$ cat src/rtl/tx_serializer_10b.sv
// 10-bit parallel-to-serial stage after the 8b/10b encoder: one-entry holding buffer,
// LSB-first shifting, and K28.5 insertion when starved at a symbol boundary.
module tx_serializer_10b #(
    parameter bit          IDLE_COMMA = 1'b1,
    parameter logic [9:0]  COMMA_NEG  = 10'h17C,
    parameter logic [9:0]  COMMA_POS  = 10'h283,
    parameter int          CNT_W      = 16
) (
    input  logic             clk,
    input  logic             rst_n,
    input  logic [9:0]       s_data,
    input  logic             s_valid,
    output logic             s_ready,
    input  logic             rd_in,
    input  logic             tx_en,
    output logic             ser_out,
    output logic             sym_start,
    output logic             comma_sent,
    output logic             busy,
    output logic [CNT_W-1:0] word_cnt
);

    typedef enum logic {ST_IDLE, ST_SHIFT} state_t;

    state_t             state_q, state_d;
    logic [3:0]         bit_cnt_q, bit_cnt_d;
    logic [8:0]         shreg_q, shreg_d;
    logic [9:0]         buf_q, buf_d;
    logic               buf_full_q, buf_full_d;
    logic               s_ready_q, s_ready_d;
    logic               ser_out_q, ser_out_d;
    logic               sym_start_q, sym_start_d;
    logic               comma_sent_q, comma_sent_d;
    logic [CNT_W-1:0]   word_cnt_q, word_cnt_d;

    logic               buf_wr;
    logic               boundary;
    logic               load_buf;
    logic               load_comma;
    logic [9:0]         sym;

    always_comb begin
        state_d      = state_q;
        bit_cnt_d    = bit_cnt_q;
        shreg_d      = shreg_q;
        buf_d        = buf_q;
        buf_full_d   = buf_full_q;
        ser_out_d    = ser_out_q;
        sym_start_d  = 1'b0;
        comma_sent_d = comma_sent_q;
        word_cnt_d   = word_cnt_q;

        buf_wr     = s_valid && s_ready_q;
        boundary   = (state_q == ST_SHIFT) ? (bit_cnt_q == 4'd9)
                                           : (tx_en && (buf_full_q || IDLE_COMMA));
        load_buf   = boundary && tx_en && buf_full_q;
        load_comma = boundary && tx_en && !buf_full_q && IDLE_COMMA;
        // Load reads the pre-edge buffer, so a same-edge write waits for the next boundary.
        sym        = load_buf ? buf_q : (rd_in ? COMMA_NEG : COMMA_POS);

        if (load_buf || load_comma) begin
            ser_out_d    = sym[0];
            shreg_d      = sym[9:1];
            bit_cnt_d    = 4'd0;
            sym_start_d  = 1'b1;
            comma_sent_d = load_comma;
            state_d      = ST_SHIFT;
            if (load_buf) begin
                word_cnt_d = word_cnt_q + CNT_W'(1);
            end
        end else if (boundary || state_q == ST_IDLE) begin
            state_d      = ST_IDLE;
            ser_out_d    = 1'b0;
            comma_sent_d = 1'b0;
            bit_cnt_d    = 4'd0;
        end else begin
            ser_out_d = shreg_q[0];
            shreg_d   = {1'b0, shreg_q[8:1]};
            bit_cnt_d = bit_cnt_q + 4'd1;
        end

        if (load_buf) begin
            buf_full_d = 1'b0;
        end
        if (buf_wr) begin
            buf_d      = s_data;
            buf_full_d = 1'b1;
        end
        s_ready_d = !buf_full_d;
    end

    always_ff @(posedge clk or negedge rst_n) begin
        if (!rst_n) begin
            state_q      <= ST_IDLE;
            bit_cnt_q    <= 4'd0;
            shreg_q      <= 9'd0;
            buf_q        <= 10'd0;
            buf_full_q   <= 1'b0;
            s_ready_q    <= 1'b1;
            ser_out_q    <= 1'b0;
            sym_start_q  <= 1'b0;
            comma_sent_q <= 1'b0;
            word_cnt_q   <= '0;
        end else begin
            state_q      <= state_d;
            bit_cnt_q    <= bit_cnt_d;
            shreg_q      <= shreg_d;
            buf_q        <= buf_d;
            buf_full_q   <= buf_full_d;
            s_ready_q    <= s_ready_d;
            ser_out_q    <= ser_out_d;
            sym_start_q  <= sym_start_d;
            comma_sent_q <= comma_sent_d;
            word_cnt_q   <= word_cnt_d;
        end
    end

    assign s_ready    = s_ready_q;
    assign ser_out    = ser_out_q;
    assign sym_start  = sym_start_q;
    assign comma_sent = comma_sent_q;
    assign busy       = (state_q == ST_SHIFT);
    assign word_cnt   = word_cnt_q;

endmodule

$ cat config.mk
export PLATFORM = sky130hd
export DESIGN_NAME = tx_serializer_10b
export DESIGN_NICKNAME = d
export VERILOG_FILES = /design/src/rtl/tx_serializer_10b.sv
export SDC_FILE = /design/constraint.sdc
export NUM_CORES = 1
export LEC_CHECK = 0
export CAP_MARGIN = 40
export CORE_MARGIN = 2
export CORE_UTILIZATION = 35
export DETAILED_ROUTE_END_ITERATION = 12
export PLACE_DENSITY_LB_ADDON = 0.25
export RECOVER_POWER = 50
export SLEW_MARGIN = 15
export SYNTH_ARGS = -nofsm -noshare
export SYNTH_HDL_FRONTEND = slang
export SYNTH_SLANG_ARGS = --single-unit
export TNS_END_PERCENT = 50
$ cat constraint.sdc
create_clock -name clk -period 1.91 [get_ports clk]
set_clock_uncertainty 0.05 [all_clocks]
set_input_delay 0.4775 -clock clk [delete_from_list [all_inputs] [get_ports clk]]
set_output_delay 0.4775 -clock clk [all_outputs]
set_load 0.02 [all_outputs]
==> impl_metrics.env, run 1 <==
export IMPL_max_slew_worst_pin_slew_ns=1.096
export IMPL_timing_final_crit_share=0.9730
export IMPL_antenna_found_initial=0
export IMPL_antennaDiodeCount=0
export IMPL_grt_start_max_net_pins=46
export IMPL_ff2ff_setup_slack_ns=0.14
export IMPL_post_synth_cell_area_avg_um2=11.62
export IMPL_cts_max_path_buffers=2
export IMPL_path_buf_inv=1
export IMPL_crit_path_start="word_cnt[0]"
export IMPL_drc_errors=0
export IMPL_hpwl_um=2394
export IMPL_core_area_um2=5507
export IMPL_synthToLayoutAreaGrowth_pct=27.97
export IMPL_synth_top_cell_by_area="dfrtp_1"
export IMPL_drv_cap=0
export IMPL_overflow=0
export IMPL_yosysTopAreaCellShare=0.5507
export IMPL_end_kind="output port"
export IMPL_cp_slowest_stage_delay_ns=0.63
export IMPL_drt_initial_drc_count=51
export IMPL_ys_async_sr_fraction=1.000
export IMPL_routed_wl_um=3428
export IMPL_fillers=544
export IMPL_r2r_end="word_cnt[13]"
export IMPL_worstReg2RegStart="bit_cnt_q[1]"
export IMPL_setup_tns_ns=0
export IMPL_synthDistinctLibCells=29
export IMPL_clk_pin_slew_ns=0.08
export IMPL_grt_pass1_wl_um=5865
export IMPL_outcome="finished clean"
export IMPL_num_rows=27
export IMPL_worst_slack_ns=0.05153
export IMPL_grt_usage=0.1183
export IMPL_io_pins=36
export IMPL_power_leakage_uw=0.001275
export IMPL_crit_slowest_cell="clkdlybuf4s50_1"
export IMPL_wl_per_cell_um=11.90
export IMPL_hp_class="input port to asynchronous set/reset pin"
export IMPL_cts_sinks=45
export IMPL_cp_endpoint="word_cnt[0]"
export IMPL_syn_area_um2=1999
export IMPL_post_cts_buffers=0
export IMPL_hold_viol_final=0
export IMPL_worstSkewPairLatency_ns=0.29
export IMPL_ant_nets=0
export IMPL_layout_drive_gt1_share=0.1481
export IMPL_vdd_ir_drop_max_uv=688.9
export IMPL_cp_max_fo=4
export IMPL_viasPerCell=4.573
export IMPL_p_per_area_nw_per_um2=1165
export IMPL_synth_top_cells_by_count="44 x dfrtp_1, 23 x nand2_1, 15 x o21ai_0"
export IMPL_dpl_cell_area_um2=2489
export IMPL_synth_most_common_cell="dfrtp_1"
export IMPL_die_area_um2=6333
export IMPL_synth_fp_nets=190
export IMPL_yosysSeqAreaShare=0.5638
export IMPL_rsz0062_at_grt="no"
export IMPL_h_tree_depth=2
export IMPL_setup_viol=0
export IMPL_dr_pass1_iters=4
export IMPL_ff2ff_path_depth=6
export IMPL_synth_edf_count=0
export IMPL_initial_core_util=0.3631
export IMPL_yosysWarnings=0
export IMPL_cts_buffers_inserted=5
export IMPL_synth_area_leaders="dfrtp_1 55%, mux2_2 6.2%, xnor2_1 5.3%"
export IMPL_cp_start_kind="register"
export IMPL_syn_inst=172
export IMPL_place_congestion=0.7718
export IMPL_portBuffers=35
export IMPL_fin_area_um2=2559
export IMPL_crit_chain="clkdlybuf4s50_1"
export IMPL_critPathRequiredTime_ns=1.38
export IMPL_cts_tree="done"
export IMPL_slew_limit_headroom=0.2695
export IMPL_final_core_util=0.4647
export IMPL_die_y_um=79.58
export IMPL_chipWidth_um=79.58
export IMPL_via_count=1317
export IMPL_path_delay_family="buffers and inverters"
export IMPL_period_minus_slack_ns=1.858
export IMPL_final_max_slew_viol_count=0
export IMPL_ys_ff_latch=45
export IMPL_grt_pass1_vias=1279
export IMPL_cts_root_buf="clkbuf_8"
export IMPL_path_depth=1
export IMPL_dp_slack_ns=-0.1338
export IMPL_fin_nets=233
export IMPL_fmax_ghz=0.5381
export IMPL_synth_ff_type="dfrtp_1"
export IMPL_crit_type="register to output port"
export IMPL_worstPathArrival_ns=1.33
==> metal layers <==
metal | track usage | part of all wire | vias to the layer above | routed length [um]
met2 | 0.1815 | 0.44 | 36 | 1499
met1 | 0.1589 | 0.50 | 607 | 1728
met5 | 0 | 0 | - | 0
li1 | - | - | 672 | -
met4 | 0.04138 | 0.0058 | 0 | 20
met3 | 0.03507 | 0.053 | 2 | 180
==> cells by family (layout without fill, tap and decap cells) <==
family                   after synthesis  in the layout  share of synthesized area
buffers and inverters                  9             53                    0.01940
adder cells (fa/ha/maj)                3              3                    0.01878
AND/OR/NAND/NOR                       52             52                     0.1258
flip-flops                            45             45                     0.5638
XOR/XNOR                              17             17                    0.07447
multiplexers                          17             17                    0.09199
AO/OA/AOI/OAI                         29             29                     0.1058
==> sequential cells by signal, indices dropped and copies added, names as in the netlist, 4 cells and up <==
name / flops
shreg_q: 9
bit_cnt_q: 4
word_cnt: 16
buf_q: 10
==> repair_timing <==
item,4_1_cts,5_1_grt
pin swaps,0,1
resized for setup,1,8
hold buffers,0,0
setup endpoints to repair,1,9
gates cloned,0,0
==> power by group <==
group	switching, uW	internal (uW)	leakage (uW)
Clock	308	254	0.0000450
Combinational	482	494	0.000655
Sequential	190	1250	0.000575
Total	980	2000	0.00128
==> per-stage QoR <==
stage | std cells | total power, uW | hold WS [ns]
after floorplan | 172 | 2132 | 0.1319
final | 288 | 2981 | 0.4188
after global routing | 288 | 3204 | 0.4536
after CTS | 288 | 3057 | 0.1016
after global placement | 280 | 2458 | 0.4173
after detailed placement | 280 | 2493 | 0.4159
==> final cells by class <==
cell class                 instances  area [um2]  share of cell area
sequential                        45        1127              0.4406
tap                               72       90.09             0.03521
multi-input combinational        118       833.3              0.3257
clock buffer                       6       72.57             0.02836
clock inverter                     2       10.01            0.003912
inverter                           2       7.507            0.002934
timing repair buffer              43       417.9              0.1633
==> cells in the final DEF, fill, tap and decap left out, drive strengths merged, types with 5 or more instances in the layout <==
| master | Yosys | layout |
|---|---|---|
| xnor2 | 12 | 12 |
| nand3 | 9 | 9 |
| xor2 | 5 | 5 |
| clkdlybuf4s50 | 0 | 24 |
| o21ai | 15 | 15 |
| buf | 2 | 7 |
| mux2i | 6 | 6 |
| dlymetal6s2s | 0 | 8 |
| mux2 | 11 | 11 |
| nand2 | 24 | 24 |
| nor2 | 9 | 9 |
| clkbuf | 5 | 8 |
| dfrtp | 44 | 44 |
==> worst min-delay path by stage <==
| stage | from | endpoint | slack (ns) |
|---|---|---|---|
| after global placement | word_cnt[15] | word_cnt[15] | 0.42 |
| after detailed placement | rst_n | word_cnt[2] | 0.42 |
| after global routing | bit_cnt_q[0] | bit_cnt_q[0] | 0.45 |
| after floorplan | rst_n | bit_cnt_q[0] | 0.13 |
| final | rst_n | word_cnt[2] | 0.42 |
| after CTS | rst_n | word_cnt[10] | 0.10 |
Note: power is estimated with default switching activity, not from simulation.
==> run 2, diff against run 1 <==
- GPL_ROUTABILITY_DRIVEN: not set -> 0
==> results of run 2 <==
Same layout as run 1: the final DEF is identical, and so are final timing and power.
